[config.mk]
export PLATFORM = sky130hd
export DESIGN_NAME = sm_cfg_loader
export DESIGN_NICKNAME = d
export VERILOG_FILES = /design/src/rtl/sm_cfg_loader.sv
export SDC_FILE = /design/constraint.sdc
export NUM_CORES = 1
export LEC_CHECK = 0
export CORE_MARGIN = 2
export CORE_UTILIZATION = 52
export DETAILED_ROUTE_END_ITERATION = 10
export PLACE_DENSITY = 0.75
export REMOVE_ABC_BUFFERS = 1
export SLEW_MARGIN = 20
export SYNTH_ARGS = -nofsm -noshare
export SYNTH_HDL_FRONTEND = slang
export SYNTH_SLANG_ARGS = --single-unit
[constraint.sdc]
create_clock -name clk -period 2.9 [get_ports clk]
set_input_delay 0.29 -clock clk [delete_from_list [all_inputs] [get_ports clk]]
set_output_delay 0.29 -clock clk [all_outputs]
set_load 0.01 [all_outputs]
[src/rtl/sm_cfg_loader.sv]
// sm_cfg_loader: serial configuration loader for the 4-sided switch matrix.
// Hunts for a sync word, shifts in NE route entries, validates them and
// commits the whole set atomically to cfg_out.
// Optional even-parity trailer bit: define CFG_PARITY_EN.
module sm_cfg_loader #(
  parameter int          N_TB      = 5,
  parameter int          N_LR      = 4,
  parameter int          ENTRY_W   = 6,
  parameter int          SYNC_W    = 8,
  parameter logic [SYNC_W-1:0] SYNC_WORD = 8'hA5
) (
  input  logic                                   clk,
  input  logic                                   rst_n,
  input  logic                                   cfg_valid,
  input  logic                                   cfg_bit,
  output logic                                   cfg_ready,
  input  logic                                   cfg_abort,
  output logic [(2*N_TB+2*N_LR)*ENTRY_W-1:0]     cfg_out,
  output logic                                   cfg_done,
  output logic                                   cfg_err,
  output logic                                   cfg_loaded
);

  localparam int NE     = 2*N_TB + 2*N_LR;
  localparam int CFG_W  = NE*ENTRY_W;
  localparam int BCNT_W = $clog2(ENTRY_W);
  localparam int ECNT_W = $clog2(NE);

  typedef enum logic [2:0] {
    ST_HUNT,
    ST_LOAD,
    ST_PAR,
    ST_COMMIT,
    ST_FAIL
  } state_e;

  state_e              state_q,  state_d;
  logic [SYNC_W-1:0]   sync_q,   sync_d;
  logic [ENTRY_W-2:0]  ent_sr_q, ent_sr_d;
  logic [BCNT_W-1:0]   bit_cnt_q, bit_cnt_d;
  logic [ECNT_W-1:0]   ent_cnt_q, ent_cnt_d;
  logic [CFG_W-1:0]    shadow_q, shadow_d;
  logic                bad_q,    bad_d;
  logic [CFG_W-1:0]    out_q,    out_d;
  logic                done_q,   done_d;
  logic                err_q,    err_d;
  logic                loaded_q, loaded_d;
  logic                ready_q,  ready_d;
`ifdef CFG_PARITY_EN
  logic                par_q,    par_d;
`endif

  logic                accept;
  logic [ENTRY_W-1:0]  new_entry;
  logic                new_legal;

  // Route entry legality: side code and source index range for that side.
  function automatic logic entry_legal(input logic [ENTRY_W-1:0] e);
    logic [ENTRY_W-4:0] idx;
    logic [2:0]         side;
    logic               ok;
    idx  = e[ENTRY_W-1:3];
    side = e[2:0];
    case (side)
      3'd0:       ok = (idx == '0);
      3'd1, 3'd3: ok = (int'(idx) < N_TB);
      3'd2, 3'd4: ok = (int'(idx) < N_LR);
      default:    ok = 1'b0;
    endcase
    return ok;
  endfunction

  assign accept    = cfg_valid && ready_q;
  assign new_entry = {ent_sr_q, cfg_bit};
  assign new_legal = entry_legal(new_entry);

  // Next-state and datapath update for the loader FSM.
  always_comb begin
    state_d   = state_q;
    sync_d    = sync_q;
    ent_sr_d  = ent_sr_q;
    bit_cnt_d = bit_cnt_q;
    ent_cnt_d = ent_cnt_q;
    shadow_d  = shadow_q;
    bad_d     = bad_q;
    out_d     = out_q;
    done_d    = 1'b0;
    err_d     = 1'b0;
    loaded_d  = loaded_q;
`ifdef CFG_PARITY_EN
    par_d     = par_q;
`endif

    case (state_q)
      ST_HUNT: begin
        if (cfg_abort) begin
          sync_d = '0;
        end else if (accept) begin
          sync_d = {sync_q[SYNC_W-2:0], cfg_bit};
          if ({sync_q[SYNC_W-2:0], cfg_bit} == SYNC_WORD) begin
            // Sync history is dropped on lock so stale bits can never
            // combine with the next frame's lead-in into a false sync.
            state_d   = ST_LOAD;
            sync_d    = '0;
            bit_cnt_d = '0;
            ent_cnt_d = '0;
            bad_d     = 1'b0;
`ifdef CFG_PARITY_EN
            par_d     = 1'b0;
`endif
          end
        end
      end

      ST_LOAD: begin
        if (cfg_abort) begin
          state_d   = ST_HUNT;
          shadow_d  = '0;
          bad_d     = 1'b0;
          sync_d    = '0;
          bit_cnt_d = '0;
          ent_cnt_d = '0;
        end else if (accept) begin
          ent_sr_d = new_entry[ENTRY_W-2:0];
`ifdef CFG_PARITY_EN
          par_d    = par_q ^ cfg_bit;
`endif
          if (bit_cnt_q == BCNT_W'(ENTRY_W-1)) begin
            bit_cnt_d = '0;
            for (int unsigned k = 0; k < NE; k++) begin
              if (ent_cnt_q == ECNT_W'(k))
                shadow_d[k*ENTRY_W +: ENTRY_W] = new_entry;
            end
            if (!new_legal)
              bad_d = 1'b1;
            if (ent_cnt_q == ECNT_W'(NE-1)) begin
              ent_cnt_d = '0;
`ifdef CFG_PARITY_EN
              state_d = ST_PAR;
`else
              state_d = (bad_q || !new_legal) ? ST_FAIL : ST_COMMIT;
`endif
            end else begin
              ent_cnt_d = ent_cnt_q + 1'b1;
            end
          end else begin
            bit_cnt_d = bit_cnt_q + 1'b1;
          end
        end
      end

      ST_PAR: begin
        if (cfg_abort) begin
          state_d  = ST_HUNT;
          shadow_d = '0;
          bad_d    = 1'b0;
          sync_d   = '0;
        end else if (accept) begin
`ifdef CFG_PARITY_EN
          state_d = (bad_q || (par_q ^ cfg_bit)) ? ST_FAIL : ST_COMMIT;
`else
          state_d = ST_HUNT;
`endif
        end
      end

      ST_COMMIT: begin
        out_d    = shadow_q;
        done_d   = 1'b1;
        loaded_d = 1'b1;
        state_d  = ST_HUNT;
      end

      ST_FAIL: begin
        state_d = ST_HUNT;
        if (cfg_abort) begin
          shadow_d = '0;
          bad_d    = 1'b0;
          sync_d   = '0;
        end else begin
          err_d = 1'b1;
        end
      end

      default: state_d = ST_HUNT;
    endcase

    ready_d = (state_d == ST_HUNT) || (state_d == ST_LOAD) || (state_d == ST_PAR);
  end

  // State and registered outputs.
  always_ff @(posedge clk or negedge rst_n) begin
    if (!rst_n) begin
      state_q   <= ST_HUNT;
      sync_q    <= '0;
      ent_sr_q  <= '0;
      bit_cnt_q <= '0;
      ent_cnt_q <= '0;
      shadow_q  <= '0;
      bad_q     <= 1'b0;
      out_q     <= '0;
      done_q    <= 1'b0;
      err_q     <= 1'b0;
      loaded_q  <= 1'b0;
      ready_q   <= 1'b1;
`ifdef CFG_PARITY_EN
      par_q     <= 1'b0;
`endif
    end else begin
      state_q   <= state_d;
      sync_q    <= sync_d;
      ent_sr_q  <= ent_sr_d;
      bit_cnt_q <= bit_cnt_d;
      ent_cnt_q <= ent_cnt_d;
      shadow_q  <= shadow_d;
      bad_q     <= bad_d;
      out_q     <= out_d;
      done_q    <= done_d;
      err_q     <= err_d;
      loaded_q  <= loaded_d;
      ready_q   <= ready_d;
`ifdef CFG_PARITY_EN
      par_q     <= par_d;
`endif
    end
  end

  assign cfg_ready  = ready_q;
  assign cfg_out    = out_q;
  assign cfg_done   = done_q;
  assign cfg_err    = err_q;
  assign cfg_loaded = loaded_q;

endmodule

[Word level (Yosys, flattened, before mapping)]
Index checks and enable logic that the tools add are counted.
Storage, ports and cells
  register bits: 244
  logic and storage cells: 198
  input bits: 5
  output and inout port bits: 112
Cells by class
  reduce and logical (&&, ||, !) cells: 41
  eq/ne operators: 56
  muxes and demuxes: 67
  bitwise operators: 1
  $lt $le $gt $ge: 2
  $add $sub $neg: 2
Operator list (number)
  $mux 108: 4
  $pmux 108 s2: 1
  $mux 6: 18
  $reduce_and 5->1: 19
  $ne 3x3->1 const B: 22
  $mux 3: 16
  $eq 5x4->1 const B: 8
  $mux 5: 7
  $mux 7: 4
  $eq 5x3->1 const B: 4
  $eq 3x2->1 const B: 5
  $pmux 7 s2: 1
  $logic_not 3->1: 4
  $mux 1: 11
  $eq 5x2->1 const B: 2
  $eq 5x5->1 const B: 2
  $pmux 5 s2: 1
  $eq 3x1->1 const B: 3
  $eq 3x3->1 const B: 3
  $pmux 3 s3: 1
  $eq 8x8->1 const B: 1
  $reduce_and 8->1: 1
  $lt 3x3->1 const B: 2
  $ne 2x2->1 const B: 3
  17 further kinds: 26

[Depth between registers and ports, before layout]
Gate-level depths: netlist (run 1).
  depth in word-level cells: 14
  mapped depth: 8
  depth with buffers taken out: 6

[Least setup slack after synthesis (run 1)]
OpenSTA, ideal clock, no wires.
  path type: register to register
  start point: register state_q[2]
  end point: register shadow_q[72]
  clock period less this slack: 1.877 ns
  cell stages (with the launch flop): 8
  data arrival time: 1.752 ns
  slack: 1.023 ns
  data required time: 2.775 ns
  cell sequence: dfrtp_1 buf_2 xnor2_1 nor3_2 a31oi_2 or2_2 clkbuf_1 mux2_2
Between the ends
  word-level cells in the longest chain between the ends: 4
  elaborated cells on any way between the ends: 11
  those cells by class: 7 x eq/ne; 1 x mux; 3 x reduce/logical
Ends and longest elaborated chain
  start: declaration: RTL line 37  | state_e state_q, state_d;
  start signal: assignment: RTL line 210  | state_q <= state_d;
  $eq 3x3->1 or $eq 3x2->1 (tied branches): RTL line 94  | case (state_q)
  $reduce_or 2->1 (no source line)
  $ne 2x1->1 (no source line) or $reduce_bool 2->1 (tied branches)
  $reduce_and 5->1 (no source line)
  end signal: assignment: RTL line 215  | shadow_q <= shadow_d;
  end: declaration: RTL line 42  | logic [CFG_W-1:0] shadow_q, shadow_d;
Parallel ways exist; a longest one is shown, timed or not.
A chain may end at the register's enable or synchronous reset.

[Final worst setup path (run 1)]
  start point: register state_q[1]
  end point: register shadow_q[26]
The elaborated chain is that of the path after synthesis.

==> results of run 1 <==
==> logic make-up (layout without fill, tap and decap cells) <==
group,Yosys count,after routing,synth area share
compound gates,56,56,0.0411
xor+xnor,1,1,0.000897
fa+ha+maj,5,5,0.00641
buf+inv,53,186,0.0216
flops,244,244,0.625
mux,114,114,0.131
simple gates,403,403,0.173
==> Yosys cell counts (2+ instances only) <==
| cell type | count |
|---|---|
| a21oi_1 | 16 |
| a21oi_2 | 4 |
| a22o_1 | 7 |
| a32o_1 | 4 |
| and2_1 | 8 |
| and3_1 | 6 |
| and4bb_2 | 2 |
| buf_2 | 7 |
| clkbuf_1 | 37 |
| dfrtp_1 | 243 |
| ha_1 | 5 |
| inv_1 | 6 |
| mux2_2 | 113 |
| nand2_1 | 335 |
| nand3_1 | 8 |
| nand3b_1 | 3 |
| nor2_1 | 12 |
| nor2_2 | 8 |
| nor2b_1 | 5 |
| nor3_1 | 2 |
| o21ai_0 | 10 |
| o21ai_2 | 2 |
| or2_1 | 2 |
| or2_2 | 3 |
==> repair_timing <==
| action | CTS | global route |
|---|---|---|
| hold buffers | 1 | 0 |
| endpoints found under the hold margin | 90 | 0 |
| setup endpoints to repair | 0 | 0 |
==> layout make-up <==
class / count / area, µm² / area share
clock inverters: 12 / 229 / 0.0188
inverters: 7 / 27.5 / 0.00226
well taps: 234 / 293 / 0.0241
flip-flops and latches: 244 / 6110 / 0.502
clock buffers: 34 / 699 / 0.0575
multi-input cells: 579 / 3460 / 0.285
repair buffers: 133 / 1350 / 0.111
==> how the worst max path moves through the flow <==
stage | from | end | slack (ns) | depth (start not counted)
3_3_place_gp | cfg_abort | shadow_q[38] | 0.34 | 7
4_1_cts | state_q[1] | shadow_q[26] | 0.54 | 6
5_1_grt | state_q[1] | shadow_q[26] | 0.34 | 6
6_report | state_q[1] | shadow_q[26] | 0.53 | 6
2_1_floorplan | state_q[0] | cfg_out[0] | -1.68 | 4
3_5_place_dp | cfg_abort | shadow_q[37] | 0.32 | 7
==> sequential cells by signal (all words and copies together) (netlist names), 3 cells and up <==
name / cells
state_q: 3
sync_q: 7
cfg_out: 108
ent_sr_q: 5
bit_cnt_q: 3
shadow_q: 108
ent_cnt_q: 5
==> power by group through the flow <==
| stage | clock network [mW] | logic, mW | registers, mW |
|---|---|---|---|
| 3_5_place_dp | 0 | 0.117 | 3.48 |
| 2_1_floorplan | 0 | 0.0222 | 3.48 |
| 3_3_place_gp | 0 | 0.115 | 3.48 |
| 4_1_cts | 3.62 | 0.118 | 3.42 |
| 6_report | 3.57 | 0.113 | 3.42 |
| 5_1_grt | 3.78 | 0.131 | 3.42 |
==> cells in the final DEF (no fill, tap or decap), drive strengths merged, types with 2 or more instances in the layout <==
cell and count:
nand3 8, inv 8, a32o 4, a21oi 20, or2 5, nor2b 5, ha 5, nand3b 3
nand2 335, mux2 113, a31oi 2, nor3 3, and4bb 2, bufinv 6, and3 6, nor2 20
nor4b 2, clkinv 5, o21ai 12, and2 8, dfrtp 243, clkbuf 34, clkdlybuf4s50 115, a22o 7
buf 17
==> metrics by stage <==
| step | utilization | instance area (µm²) | setup slack, ns | power, mW | setup TNS (ns) |
|---|---|---|---|---|---|
| floorplan | - | 9580 | -1.68 | 3.50 | -182.84 |
| global placement | 0.604 | 11200 | 0.340 | 3.60 | 0 |
| detailed placement | 0.604 | 11200 | 0.317 | 3.60 | 0 |
| CTS | 0.655 | 12200 | 0.543 | 7.16 | 0 |
| global route | 0.655 | 12200 | 0.341 | 7.33 | 0 |
| finish | 0.655 | 12200 | 0.534 | 7.10 | 0 |
==> critical path, delay by kind of cell, from the launching register on <==
family	cells	cell delay [ns]
multiplexers	1	0.17
XOR/XNOR	1	0.33
AND/OR/NAND/NOR	3	0.94
buffers and inverters	1	0.29
flip-flops	1	0.56
==> layer usage <==
| metal | vias to the layer above | track usage | share of wire |
|---|---|---|---|
| met5 | - | 0 | 0 |
| met4 | 0 | 0.0511 | 0.019 |
| met3 | 36 | 0.0289 | 0.041 |
| met2 | 164 | 0.341 | 0.47 |
| met1 | 3276 | 0.315 | 0.47 |
| li1 | 3098 | - | - |
==> impl_metrics.ini, run 1 <==
[global_route]
grt_max_degree = 110
grt.total_usage = 0.214
globalRoute.totalOverflow = 0
antenna_found_initial = 0
grt_pass1_vias = 6599
grt_first_pass_wirelength_um = 34700

[cells_and_area]
layout-drive-gt1-share = 0.199
nFillCells = 1451
diodes = 0
fin_nets = 1000
area_growth_syn_to_layout_pct = 24.5
instances_no_fill = 1243

[logic_synthesis]
yosysWarnings = 0
synth_area_leaders = dfrtp_1 (62%), mux2_2 (13%), nand2_1 (13%), clkbuf_1 (1.4%), a21oi_1 (0.82%)
yosys_most_used_dff = dfrtp_1
avgSynthCellArea_um2 = 11.1
synth_area_um2 = 9770
synth_edf_count = 0
syn_inst = 876
ys_types = 52
yosysTopAreaCell = dfrtp_1
ys_ff_latch = 244
synth_seq_area_share = 0.625
synth.top_cell.area_share = 0.623
async_flop_share = 1.00

[worst_setup_path]
cp_cell_sequence = xnor2_1 -> nor2_1 -> nor2_1 -> and2_1 -> buf_4 -> mux2_2
reg2reg_depth = 6
cp.arrival_ns = 2.81
path_class = reg -> reg
cp-end-kind = flop
max_stage_delay_ns = 0.56
cp_max_fo = 12
crit_path_frequent_cell = nor2_1
cpMaxStageDelayCell = dfrtp_1
reg2reg_to = shadow_q[26]
cp.required_ns = 3.35
rr_startpoint = state_q[1]
worstSetupStartpointType = flop
rrSetupSlack_ns = 0.53

[drt]
wl_um = 20800
vias = 6574
drtAntennaViolNets = 0
first_iter_violations = 387
drc = 0
viasPerCell = 5.29
drtPass1Iterations = 4
wire_per_inst_um = 16.7

[hold_path]
holdCritPathClass = in -> async

[power_and_ir_drop]
p_leak_nw = 6.24
pwr-share-comb = 0.016
ir_worst_vdd_mv = 0.368
p_sw_frac = 0.201
p_int_mw = 5.68
share_seq_of_total_power = 0.482
switchingPower_mw = 1.43
power_density_nw_per_um2 = 584
p_clk_frac = 0.502

[cts]
cts.clk_slew.worst_paths_ns = 0.06
cts_root_buf = clkbuf_16
cts-buffers-inserted = 25
clock_sinks = 244
clockBufferDepth = 3
htreeDepth = 1
tritoncts = done
post-cts-setup-buffers = 0
cts_resized = 0
clk-insertion-delay-late_ns = 0.52

[sta]
max_freq_ghz = 0.423
slew_headroom = 0.532
period_share = 0.816
whs_ns = 0.382
rsz0062_at_grt = false
fin_skew_ns = 0.0103
drv_slew = 0
worst_pin_slew_ns = 0.702
finalSetupViolations = 0
hold_viol = 0
period_needed_ns = 2.37

[floorplanning]
die_area_um2 = 19900
ioPinCount = 117
initial_core_util = 0.526
core-area_um2 = 18600
die_x_um = 141
die_h_um = 141
rows = 50

[placement]
dp_cells = 1196
routabilityCongestion = 0.903
dp_hpwl_um = 13200
place.port_buffers = 116

[run]
max-cap-violations = 0

[status]
outcome = complete, no violations
Note: power is estimated with default switching activity, not from simulation.
==> run 2: changes to the inputs <==
clock period = 2.4 ns   (was 2.9 ns; I/O delays follow)
==> impl_metrics.ini, run 2 (same netlist as run 1, synthesis figures left out) <==
[cts]
cts_resized = 0
tritoncts = done
clk-insertion-delay-late_ns = 0.51
clock_sinks = 244
cts.clk_slew.worst_paths_ns = 0.06
cts-buffers-inserted = 24
htreeDepth = 1
cts_root_buf = clkbuf_16
clockBufferDepth = 3

[drt]
wire_per_inst_um = 16.5
first_iter_violations = 458
drc = 0
viasPerCell = 5.22
drtAntennaViolNets = 0
wl_um = 20700
vias = 6554
drtPass1Iterations = 4

[sta]
period_needed_ns = 2.06
rsz0062_at_grt = false
period_share = 0.858
slew_headroom = 0.643
finalSetupTns_ns = 0
fin_ws_ns = 0.341
max_freq_ghz = 0.486
drv_slew = 0
hold_viol = 0
finalSetupViolations = 0
fin_skew_ns = 0.0124
worst_pin_slew_ns = 0.535
whs_ns = 0.276

[power_and_ir_drop]
p_clk_frac = 0.471
p_sw_frac = 0.198
power_density_nw_per_um2 = 664
p_leak_nw = 6.27
share_seq_of_total_power = 0.511
pwr-share-comb = 0.018
p_int_mw = 6.49
ir_worst_vdd_mv = 0.521
switchingPower_mw = 1.60

[floorplanning]
initial_core_util = 0.526
die_x_um = 141
core-area_um2 = 18600
die_area_um2 = 19900
rows = 50
die_h_um = 141
ioPinCount = 117

[placement]
dp_hpwl_um = 13700
place_worst_setup_slack_ns = 0.140
dp_cells = 1212
routabilityCongestion = 0.942
place.port_buffers = 116

[worst_setup_path]
cpMaxStageDelayCell = dfrtp_1
rrSetupSlack_ns = 0.34
worstSetupStartpointType = flop
cp_cell_sequence = xnor2_1 -> nor3_2 -> a31oi_2 -> buf_4 -> or2_1 -> mux2_2
cp_max_fo = 8
cp-end-kind = flop
cp.arrival_ns = 2.44
cp.required_ns = 2.78
path_class = reg -> reg
max_stage_delay_ns = 0.49

[global_route]
antenna_found_initial = 0
globalRoute.totalOverflow = 0
grt_pass1_vias = 6754
grt.total_usage = 0.217
grt_max_degree = 110
grt_first_pass_wirelength_um = 35000

[cells_and_area]
nFillCells = 1441
fin_nets = 1015
diodes = 0
layout_commonest_cell = nand2_1
layout-drive-gt1-share = 0.210
final_cell_mix = nand2_1 (335), dfrtp_1 (243), clkdlybuf4s50_1 (115)
area_growth_syn_to_layout_pct = 24.8
instances_no_fill = 1255

[status]
outcome = complete, no violations

[hold_path]
holdCritPathClass = in -> async

[run]
max-cap-violations = 0
==> run 2: cell count changes in the layout (fill, tap and decap cells not counted), sizes merged <==
| cell | delta |
|---|---|
| buf | +16 |
| clkinvlp | +1 |
| clkbuf | +2 |
| clkinv | -1 |
| inv | -2 |
| bufinv | -4 |
==> run 2: worst paths after layout <==
check	depth (start not counted)	startpoint	to
max	6	state_q[2]	shadow_q[88]
min	2	rst_n	cfg_out[84]
max reg2reg	6	state_q[2]	shadow_q[88]
min reg2reg	2	shadow_q[87]	cfg_out[87]
max in group asynchronous	3	rst_n	shadow_q[16]
min in group clk	2	shadow_q[87]	cfg_out[87]
==> run 2: power groups by stage <==
stage / combinational, mW / clock, mW / sequential [mW]
after floorplan: 0.0269 / 0 / 4.21
after global placement: 0.147 / 0 / 4.21
after detailed placement: 0.151 / 0 / 4.21
after CTS: 0.154 / 3.90 / 4.13
after global routing: 0.169 / 4.09 / 4.13
final: 0.145 / 3.82 / 4.13
==> run 2: what timing repair did <==
item | 4_1_cts | 5_1_grt
hold buffers | 1 | 0
hold endpoints to repair | 62 | 0
buffers inserted | 0 | 0
==> run 2: layer usage <==
| layer | up-vias | track usage | routed length [µm] | part of all wire |
|---|---|---|---|---|
| li1 | 3126 | - | - | - |
| met4 | 0 | 0.0374 | 226 | 0.011 |
| met2 | 140 | 0.357 | 9940 | 0.48 |
| met1 | 3266 | 0.317 | 9630 | 0.47 |
| met5 | - | 0 | 0 | 0 |
| met3 | 22 | 0.0316 | 868 | 0.042 |
==> run 2: critical path, delay by kind of cell, from the launching register on <==
family / cells / cell delay, ns
AO/OA/AOI/OAI: 1 / 0.23
XOR/XNOR: 1 / 0.27
flip-flops: 1 / 0.49
multiplexers: 1 / 0.37
buffers and inverters: 1 / 0.22
AND/OR/NAND/NOR: 2 / 0.36
==> run 2: through the flow <==
step,utilization,power [mW],area (µm²)
after CTS,0.656,8.19,12200
after floorplan,-,4.23,9580
after global placement,0.611,4.36,11400
after global routing,0.656,8.39,12200
final,0.656,8.09,12200
after detailed placement,0.611,4.36,11400
==> run 2: cell type report <==
| type | instances | area, µm² | area share |
|---|---|---|---|
| Clock buffer | 36 | 737 | 0.0605 |
| Clock inverter | 6 | 82.6 | 0.00678 |
| Inverter | 7 | 27.5 | 0.00226 |
| Multi-Input combinational cell | 579 | 3460 | 0.284 |
| Sequential cell | 244 | 6110 | 0.501 |
| Tap cell | 234 | 293 | 0.0240 |
| Timing Repair Buffer | 149 | 1480 | 0.121 |
==> run 3: changes to the inputs <==
==> constraint.sdc (replaced) <==
create_clock -name clk -period 2.4 [get_ports clk]
set_input_delay 0.48 -clock clk [delete_from_list [all_inputs] [get_ports clk]]
set_output_delay 0.48 -clock clk [all_outputs]
set_load 0.01 [all_outputs]
==> impl_metrics.ini, run 3 (same netlist as run 1, synthesis figures left out) <==
[sta]
period_needed_ns = 2.16
finalSetupTns_ns = 0
period_share = 0.898
worst_pin_slew_ns = 0.863
fin_skew_ns = 0.00824
hold_viol = 0
finalSetupViolations = 0
max_freq_ghz = 0.464
fin_ws_ns = 0.245
drv_slew = 0
slew_headroom = 0.425
rsz0062_at_grt = false

[placement]
place_worst_setup_slack_ns = -0.114
placed_cell_area_um2 = 11500
dp_hpwl_um = 13400
dp_cells = 1223
place.port_buffers = 116
routabilityCongestion = 0.880

[global_route]
grt_max_degree = 110
globalRoute.totalOverflow = 0
antenna_found_initial = 0
grt_pass1_vias = 6776
grt_first_pass_wirelength_um = 34600
grt.total_usage = 0.214

[status]
outcome = complete, no violations

[hold_path]
whs_path_depth = 2
holdCritPathClass = reg -> reg
hp-start = shadow_q[1]
hold_end = cfg_out[1]

[drt]
first_iter_violations = 394
drc = 0
vias = 6656
drtAntennaViolNets = 0
wire_per_inst_um = 16.4
wl_um = 20900
viasPerCell = 5.25
drtPass1Iterations = 4

[cells_and_area]
instances_no_fill = 1268
layout-drive-gt1-share = 0.217
area_growth_syn_to_layout_pct = 25.2
final_cell_mix = nand2_1 (335), dfrtp_1 (243), clkdlybuf4s50_1 (115)
diodes = 0
layout_commonest_cell = nand2_1
fin_area_um2 = 12200
fin_nets = 1027

[cts]
post-cts-setup-buffers = 0
cts_root_buf = clkbuf_16
tritoncts = done
holdBufCountCts = 1
htreeDepth = 1
cts-buffers-inserted = 25
clock_sinks = 244
clk-insertion-delay-late_ns = 0.51
clockBufferDepth = 3
cts_resized = 0
cts.clk_slew.worst_paths_ns = 0.06

[floorplanning]
initial_core_util = 0.526
rows = 50
die_x_um = 141
core-area_um2 = 18600
die_area_um2 = 19900
die_h_um = 141
ioPinCount = 117

[worst_setup_path]
cp.required_ns = 2.85
rr_startpoint = state_q[2]
path_class = reg -> reg
cp_max_fo = 18
rrSetupSlack_ns = 0.24
reg2reg_to = shadow_q[28]
cp-end-kind = flop
worstSetupStartpoint = state_q[2]
cp.arrival_ns = 2.60
reg2reg_depth = 5
worstSetupStartpointType = flop

[power_and_ir_drop]
power_density_nw_per_um2 = 646
ir_worst_vdd_mv = 0.482
p_leak_nw = 6.31
p_total_mw = 7.90

[run]
max-cap-violations = 0
==> run 3: metrics by stage <==
| step | hold WS (ns) | util |
|---|---|---|
| floorplan | 0.184 | - |
| global placement | 0.438 | 0.616 |
| detailed placement | 0.438 | 0.616 |
| CTS | 0.461 | 0.658 |
| global route | 0.475 | 0.658 |
| finish | 0.462 | 0.658 |
==> run 3: cell type report <==
cell class / instances / area, µm²
fill: 1409 / 6350
sequential: 244 / 6110
multi-input combinational: 579 / 3460
timing repair buffer: 160 / 1570
clock buffer: 37 / 721
tap: 234 / 293
clock inverter: 7 / 46.3
inverter: 7 / 27.5
==> run 3: critical path, cell delays in order, from the launching register on <==
cell and delay, ns:
dfrtp_1 0.50, xnor2_1 0.27, nor2_1 0.07, nor2_1 0.22, and2_1 0.74, mux2_2 0.29
==> run 3: layer usage <==
metal	share of wire	up-vias	GRT usage
li1	-	3144	-
met1	0.45	3328	0.301
met2	0.48	152	0.348
met3	0.045	32	0.0357
met4	0.020	0	0.0584
met5	0	-	0
==> run 3: power by group <==
part           switching (mW)  leakage [nW]  internal (mW)
Sequential            0.00782          3.38           4.13
Clock                    1.54         0.381           2.08
Combinational           0.106          2.54         0.0423
==> run 3: worst max-delay path by stage <==
| stage | slack (ns) | depth (start not counted) | endpoint |
|---|---|---|---|
| floorplan | -2.18 | 4 | cfg_out[0] |
| global route | 0.09 | 5 | shadow_q[4] |
| global placement | -0.07 | 8 | shadow_q[88] |
| finish | 0.24 | 5 | shadow_q[28] |
| CTS | 0.28 | 5 | shadow_q[47] |
| detailed placement | -0.11 | 7 | shadow_q[24] |
